<file path="src/rtl/mips_pkg.sv">
// Shared definitions for the load/store unit: op encodings, FSM states and
// the alignment fault rules.
package mips_pkg;

  typedef enum logic [2:0] {
    OP_LW  = 3'd0,
    OP_LH  = 3'd1,
    OP_LHU = 3'd2,
    OP_LB  = 3'd3,
    OP_LBU = 3'd4,
    OP_SW  = 3'd5,
    OP_SH  = 3'd6,
    OP_SB  = 3'd7
  } op_e;

  typedef enum logic [1:0] {
    ST_IDLE   = 2'd0,
    ST_ACCESS = 2'd1,
    ST_WRITE  = 2'd2,
    ST_RESP   = 2'd3
  } state_e;

  function automatic logic is_store(op_e op);
    logic r;
    r = (op == OP_SW) || (op == OP_SH) || (op == OP_SB);
    return r;
  endfunction

  // Sub-word stores need a read-modify-write through the WRITE state.
  function automatic logic is_partial_store(op_e op);
    logic r;
    r = (op == OP_SH) || (op == OP_SB);
    return r;
  endfunction

  function automatic logic is_misaligned(op_e op, logic [1:0] offset);
    logic r;
    case (op)
      OP_LW, OP_SW:         r = (offset != 2'b00);
      OP_LH, OP_LHU, OP_SH: r = offset[0];
      default:              r = 1'b0;
    endcase
    return r;
  endfunction

  function automatic logic [31:0] word_index(logic [31:0] addr);
    logic [31:0] r;
    r = {2'b00, addr[31:2]};
    return r;
  endfunction

endpackage

</file>
<file path="src/rtl/load_store_unit_if.sv">
// Request/response handshake plus the word-wide data memory bus of the LSU.
interface load_store_unit_if;
  logic        req_valid;
  logic        req_ready;
  logic [2:0]  op;
  logic [31:0] addr;
  logic [31:0] wdata;
  logic        resp_valid;
  logic [31:0] resp_data;
  logic        misaligned;
  logic        stall;
  logic [31:0] mem_addr;
  logic        mem_r_wbar;
  logic [31:0] mem_wdata;
  logic [31:0] mem_rdata;

  // master: pipeline plus memory model; slave: the load/store unit
  modport master (
    output req_valid, op, addr, wdata, mem_rdata,
    input  req_ready, resp_valid, resp_data, misaligned, stall,
           mem_addr, mem_r_wbar, mem_wdata
  );

  modport slave (
    input  req_valid, op, addr, wdata, mem_rdata,
    output req_ready, resp_valid, resp_data, misaligned, stall,
           mem_addr, mem_r_wbar, mem_wdata
  );
endinterface

</file>
<file path="src/rtl/lsu_lane_align.sv">
// Big-endian lane handling: extract/extend a load lane from a memory word,
// and merge a store halfword/byte into a memory word.
module lsu_lane_align
  import mips_pkg::*;
(
  input  op_e         op,
  input  logic [1:0]  offset,
  input  logic [31:0] word,
  input  logic [15:0] wdata,
  output logic [31:0] load_data,
  output logic [31:0] merged_word
);

  logic [7:0]  byte_lane;
  logic [15:0] half_lane;

  // Offset 0 is the most significant byte.
  always_comb begin
    byte_lane = 8'h00;
    case (offset)
      2'd0: byte_lane = word[31:24];
      2'd1: byte_lane = word[23:16];
      2'd2: byte_lane = word[15:8];
      2'd3: byte_lane = word[7:0];
      default: byte_lane = 8'h00;
    endcase
    half_lane = offset[1] ? word[15:0] : word[31:16];
  end

  always_comb begin
    load_data = 32'h0;
    case (op)
      OP_LW:   load_data = word;
      OP_LH:   load_data = {{16{half_lane[15]}}, half_lane};
      OP_LHU:  load_data = {16'h0000, half_lane};
      OP_LB:   load_data = {{24{byte_lane[7]}}, byte_lane};
      OP_LBU:  load_data = {24'h000000, byte_lane};
      default: load_data = 32'h0;
    endcase
  end

  always_comb begin
    merged_word = word;
    if (op == OP_SH) begin
      merged_word = offset[1] ? {word[31:16], wdata[15:0]}
                              : {wdata[15:0], word[15:0]};
    end else if (op == OP_SB) begin
      case (offset)
        2'd0: merged_word = {wdata[7:0], word[23:0]};
        2'd1: merged_word = {word[31:24], wdata[7:0], word[15:0]};
        2'd2: merged_word = {word[31:16], wdata[7:0], word[7:0]};
        2'd3: merged_word = {word[31:8], wdata[7:0]};
        default: merged_word = word;
      endcase
    end
  end

endmodule

</file>
<file path="src/rtl/load_store_unit.sv">
// Multi-cycle load/store unit sitting between the memory pipeline stage and a
// word-addressed data memory with combinational read and clocked write.
//
// state  | meaning
// IDLE   | ready for a request
// ACCESS | word read (loads, SH/SB) or single write cycle (SW)
// WRITE  | write-back of the merged word for SH/SB
// RESP   | one-cycle response strobe, then back to IDLE
module load_store_unit
  import mips_pkg::*;
(
  input logic             clk,
  input logic             reset,
  load_store_unit_if.slave bus
);

  state_e      state;
  op_e         op_q;
  logic [1:0]  offset_q;
  logic [15:0] wdata_q;
  op_e         op_in;
  logic [31:0] load_data;
  logic [31:0] merged_word;

  assign op_in = op_e'(bus.op);

  lsu_lane_align u_lane_align (
    .op          (op_q),
    .offset      (offset_q),
    .word        (bus.mem_rdata),
    .wdata       (wdata_q),
    .load_data   (load_data),
    .merged_word (merged_word)
  );

  always_ff @(posedge clk or posedge reset) begin
    if (reset) begin
      state          <= ST_IDLE;
      op_q           <= OP_LW;
      offset_q       <= 2'b00;
      wdata_q        <= 16'h0000;
      bus.req_ready  <= 1'b1;
      bus.stall      <= 1'b0;
      bus.resp_valid <= 1'b0;
      bus.resp_data  <= 32'h0;
      bus.misaligned <= 1'b0;
      bus.mem_addr   <= 32'h0;
      bus.mem_r_wbar <= 1'b1;
      bus.mem_wdata  <= 32'h0;
    end else begin
      bus.resp_valid <= 1'b0;
      bus.misaligned <= 1'b0;
      bus.mem_r_wbar <= 1'b1;
      case (state)
        ST_IDLE: begin
          if (bus.req_valid && bus.req_ready) begin
            op_q          <= op_in;
            offset_q      <= bus.addr[1:0];
            wdata_q       <= bus.wdata[15:0];
            bus.mem_addr  <= word_index(bus.addr);
            bus.req_ready <= 1'b0;
            bus.stall     <= 1'b1;
            if (is_misaligned(op_in, bus.addr[1:0])) begin
              state          <= ST_RESP;
              bus.resp_valid <= 1'b1;
              bus.misaligned <= 1'b1;
              bus.resp_data  <= 32'h0;
            end else begin
              state <= ST_ACCESS;
              if (op_in == OP_SW) begin
                bus.mem_r_wbar <= 1'b0;
                bus.mem_wdata  <= bus.wdata;
              end
            end
          end
        end
        ST_ACCESS: begin
          if (is_partial_store(op_q)) begin
            // Merge against the word read this cycle; written in WRITE.
            state          <= ST_WRITE;
            bus.mem_r_wbar <= 1'b0;
            bus.mem_wdata  <= merged_word;
          end else begin
            state          <= ST_RESP;
            bus.resp_valid <= 1'b1;
            bus.resp_data  <= is_store(op_q) ? 32'h0 : load_data;
          end
        end
        ST_WRITE: begin
          state          <= ST_RESP;
          bus.resp_valid <= 1'b1;
          bus.resp_data  <= 32'h0;
        end
        ST_RESP: begin
          state         <= ST_IDLE;
          bus.req_ready <= 1'b1;
          bus.stall     <= 1'b0;
        end
        default: begin
          state         <= ST_IDLE;
          bus.req_ready <= 1'b1;
          bus.stall     <= 1'b0;
        end
      endcase
    end
  end

endmodule

</file>
<file path="src/flat_wrapper.sv">
// flat-port wrapper written by rule: the top's interface ports become plain ports
module load_store_unit_flat import mips_pkg::*;
  (clk, reset, bus_req_valid, bus_op, bus_addr, bus_wdata, bus_mem_rdata, bus_req_ready, bus_resp_valid, bus_resp_data, bus_misaligned, bus_stall, bus_mem_addr, bus_mem_r_wbar, bus_mem_wdata);
  load_store_unit_if bus_i ();
  input logic clk;
  input logic reset;
  input wire logic [$bits(bus_i.req_valid)-1:0] bus_req_valid;
  input wire logic [$bits(bus_i.op)-1:0] bus_op;
  input wire logic [$bits(bus_i.addr)-1:0] bus_addr;
  input wire logic [$bits(bus_i.wdata)-1:0] bus_wdata;
  input wire logic [$bits(bus_i.mem_rdata)-1:0] bus_mem_rdata;
  output wire logic [$bits(bus_i.req_ready)-1:0] bus_req_ready;
  output wire logic [$bits(bus_i.resp_valid)-1:0] bus_resp_valid;
  output wire logic [$bits(bus_i.resp_data)-1:0] bus_resp_data;
  output wire logic [$bits(bus_i.misaligned)-1:0] bus_misaligned;
  output wire logic [$bits(bus_i.stall)-1:0] bus_stall;
  output wire logic [$bits(bus_i.mem_addr)-1:0] bus_mem_addr;
  output wire logic [$bits(bus_i.mem_r_wbar)-1:0] bus_mem_r_wbar;
  output wire logic [$bits(bus_i.mem_wdata)-1:0] bus_mem_wdata;
  assign bus_i.req_valid = bus_req_valid;
  assign bus_i.op = bus_op;
  assign bus_i.addr = bus_addr;
  assign bus_i.wdata = bus_wdata;
  assign bus_i.mem_rdata = bus_mem_rdata;
  assign bus_req_ready = bus_i.req_ready;
  assign bus_resp_valid = bus_i.resp_valid;
  assign bus_resp_data = bus_i.resp_data;
  assign bus_misaligned = bus_i.misaligned;
  assign bus_stall = bus_i.stall;
  assign bus_mem_addr = bus_i.mem_addr;
  assign bus_mem_r_wbar = bus_i.mem_r_wbar;
  assign bus_mem_wdata = bus_i.mem_wdata;
  load_store_unit u_core (.clk(clk), .reset(reset), .bus(bus_i));
endmodule
</file>
<file path="config.mk">
export PLATFORM = sky130hd
export DESIGN_NAME = load_store_unit_flat
export DESIGN_NICKNAME = d
export VERILOG_FILES = /design/src/rtl/mips_pkg.sv /design/src/rtl/load_store_unit_if.sv /design/src/rtl/lsu_lane_align.sv /design/src/rtl/load_store_unit.sv /design/src/flat_wrapper.sv
export SDC_FILE = /design/constraint.sdc
export NUM_CORES = 1
export LEC_CHECK = 0
export CAP_MARGIN = 20
export CORE_ASPECT_RATIO = 0.7
export CORE_MARGIN = 5
export CORE_UTILIZATION = 30
export DETAILED_ROUTE_END_ITERATION = 16
export GPL_TIMING_DRIVEN = 0
export PLACE_DENSITY = 0.64
export RECOVER_POWER = 50
export SLEW_MARGIN = 30
export SYNTH_ARGS = -nofsm -noshare
export SYNTH_HDL_FRONTEND = slang
export SYNTH_SLANG_ARGS = --single-unit
</file>
<file path="constraint.sdc">
create_clock -name clk -period 6.71 [get_ports clk]
set_clock_uncertainty 0.15 [all_clocks]
set_input_delay 1.342 -clock clk [delete_from_list [all_inputs] [get_ports clk]]
set_output_delay 1.342 -clock clk [all_outputs]
set_load 0.01 [all_outputs]
</file>
==> flow_summary.toml <==
[sta]
fin_ws_ns = 3.105
max_freq_mhz = 277.4
fin_crit_ns = 3.605
fin_crit_sh_pct = 53.72
whs_ns = 0.3197
rsz0062_at_grt = "no"
slew_headroom_pct = -9.389
setup_violations = 0
tightest_slew_ns = 1.632
slew_viol_final = 34
hold_violations = 0

[synth]
yosysMostFrequentCell = "dfrtp_1"
syn_inst = 617
async_reset_ff_share_pct = 100.0
synth_cell_types = 44
synth-edff-count = 0
yosysSeqAreaShare_pct = 46.47
synth-main-ff-cell = "dfrtp_1"
synthTopCellsByCount = "dfrtp_1 (120), nor2_1 (71), mux2_2 (57), a21o_1 (32), mux2i_1 (32)"
ys_ff_latch = 122
synth_area_um2 = 6575
synth_top_area_share_pct = 45.67
synth_area_leaders = "dfrtp_1 (46%), mux2_2 (9.8%), mux2i_1 (4.9%)"
synth_warnings = 0
syn_area_per_cell_um2 = 10.66
synth_top_area_cell = "dfrtp_1"

[hold_path]
hold_class = "reg2reg"
min_path_cells = 1
min-delay-start = "u_core.bus.mem_wdata[21]"

[cts]
clock_path_buffers = 2
clk_latency_ns = 0.42
cts_tree = "yes"
cts.clk_slew.worst_paths_ns = 0.06
cts_hold_buf = 0
root_buffer = "clkbuf_16"
h-tree-depth = 4
post_cts_buffers = 0
numCtsBuffers = 17
cts_resized = 0
clkSinkCount = 122

[cells_and_area]
drive_gt1_share_pct = 15.39
num-nets-final = 944
multi_input_area_um2 = 3237
seqCellArea_um2 = 3055
nFillCells = 2096
syn_to_final_growth_pct = 45.37
fin_area_um2 = 9558
utilization_pct = 44.21

[route]
wl_mm = 22.88
routedLengthMet1_mm = 11.21
wire_per_inst_um = 20.17
drtIter0Drc = 380
met2_length_mm = 9.334
num_vias = 5866
vias_per_cell = 5.173
top_layer_used = "met4"
dr.pass1.iters = 5
drc_errors = 0
wl_met3_mm = 2.094
ant_nets = 0

[floorplan]
rows = 45
die_height_um = 133.9
design.core.area_um2 = 21620
dieArea_um2 = 25020
initial_core_util_pct = 30.41
ios = 203
die_width_um = 186.9

[critical_path]
critPathMaxFanout = 10
r2r_cells = 8
cp_slowest_cell = "dlygate4sd3_1"
worst_path_dominant_cell_family = "buffers and inverters"
critPathLaunch = "bus_req_valid"
rr_startpoint = "u_core.state[0]"
crit_type = "in2reg"
crit_arrival_ns = 3.73
end_kind = "flip-flop"
cp_slowest_stage_delay_ns = 0.59
cp.required_ns = 6.83
cp_num_cells = 6
worst-path-buf-inv = 2
critPathLaunchType = "input port"
cp_cell_sequence = "dlygate4sd3_1 > nand2_1 > or4_4 > a211oi_4 > clkbuf_1 > a31oi_1"

[placement]
placed_area_um2 = 8969
dp_hpwl_mm = 17.50
gp_congestion = 0.9236
place_ws_ns = 2.802
numPortBuffers = 200

[pwr]
fin_total_pwr_mw = 4.727
peakVddDrop_mv = 0.2081
leakagePower_nw = 4.091
power_density_nw_per_um2 = 494.6

[grt]
antenna_found_initial = 0
grt_use_total_pct = 18.07
grt_pass1_vias = 5738
gr-total-overflow = 0
grt_max_degree = 90
grt_pass1_wl_mm = 35.05

[outcome]
violations = "capacitance limit, slew limit"
status = "finished, violations left"

[run]
cap_violations = 1
final timing paths:
check / endpoint / slack [ns]
worst max-delay path: u_core.bus.mem_wdata[12] / 3.11
worst min-delay path: u_core.bus.mem_wdata[21] / 0.32
worst max register to register: u_core.bus.mem_addr[1] / 3.71
max in group asynchronous: u_core.bus.mem_r_wbar / 3.74
min in group asynchronous: u_core.bus.mem_addr[28] / 1.60
worst min register to register: u_core.bus.mem_wdata[21] / 0.32
registers in the layout (all words and copies together), names as in the netlist:
signal and cells:
u_core.bus.stall 1, u_core.wdata_q 16, u_core.bus.misaligned 1, u_core.bus.mem_r_wbar 1, u_core.offset_q 2, u_core.bus.resp_valid 1, u_core.op_q 3, u_core.bus.req_ready 1
u_core.bus.mem_addr 30, u_core.state 2, u_core.bus.resp_data 32, u_core.bus.mem_wdata 32
metal layers:
layer	vias up	GRT usage, %
li1	2695	-
met1	2910	26.74
met2	241	25.01
met3	20	6.920
met4	0	3.736
met5	-	0
area by class of cell:
class,count,area share [%]
inverter,16,0.6414
sequential,122,31.97
tap,282,3.692
buffer,53,2.330
antenna,1,0.02618
clock buffer,19,4.739
multi-input combinational,427,33.87
timing repair buffer,201,21.23
clock inverter,13,1.505
logic make-up after synthesis:
| kind of cell | Yosys count | synth area share, % |
|---|---|---|
| simple gates | 161 | 11.59 |
| buf+inv | 69 | 4.320 |
| flops | 122 | 46.47 |
| compound gates | 161 | 19.09 |
| mux | 99 | 17.72 |
| fa+ha+maj | 4 | 0.7612 |
| other cells | 1 | 0.05703 |
per-stage QoR:
stage,std cells,TNS (ns)
2_1_floorplan,618,0
3_3_place_gp,1100,-8.503
3_5_place_dp,1101,0
4_1_cts,1133,0
5_1_grt,1133,0
6_report,1134,0
layout by cell type, fill, tap and decap left out, drive strengths merged, types with 2 or more instances in the layout:
master	n
nor2	71
a21o	32
buf	22
a21oi	13
clkinv	6
and2	2
nor2b	2
o22ai	7
clkdlybuf4s50	165
dlygate4sd3	35
o2111ai	16
bufinv	2
and3	3
dfstp	2
mux2	59
a31oi	17
o21ai	14
nand2b	22
clkinvlp	5
inv	16
nand3	4
clkbuf	51
dfrtp	120
nand2	21
mux4	8
a211oi	17
o221ai	7
o21a	7
conb	2
ha	4
mux2i	32
nor3	15
a22o	17
or3	18
o2bb2ai	10
power breakdown:
group          switching (mW)  leakage [nW]  internal (mW)
logic                    1.26          2.30           1.19
registers               0.245          1.51           1.10
clock network           0.365         0.282          0.568
(Power assumes the default switching activity.)
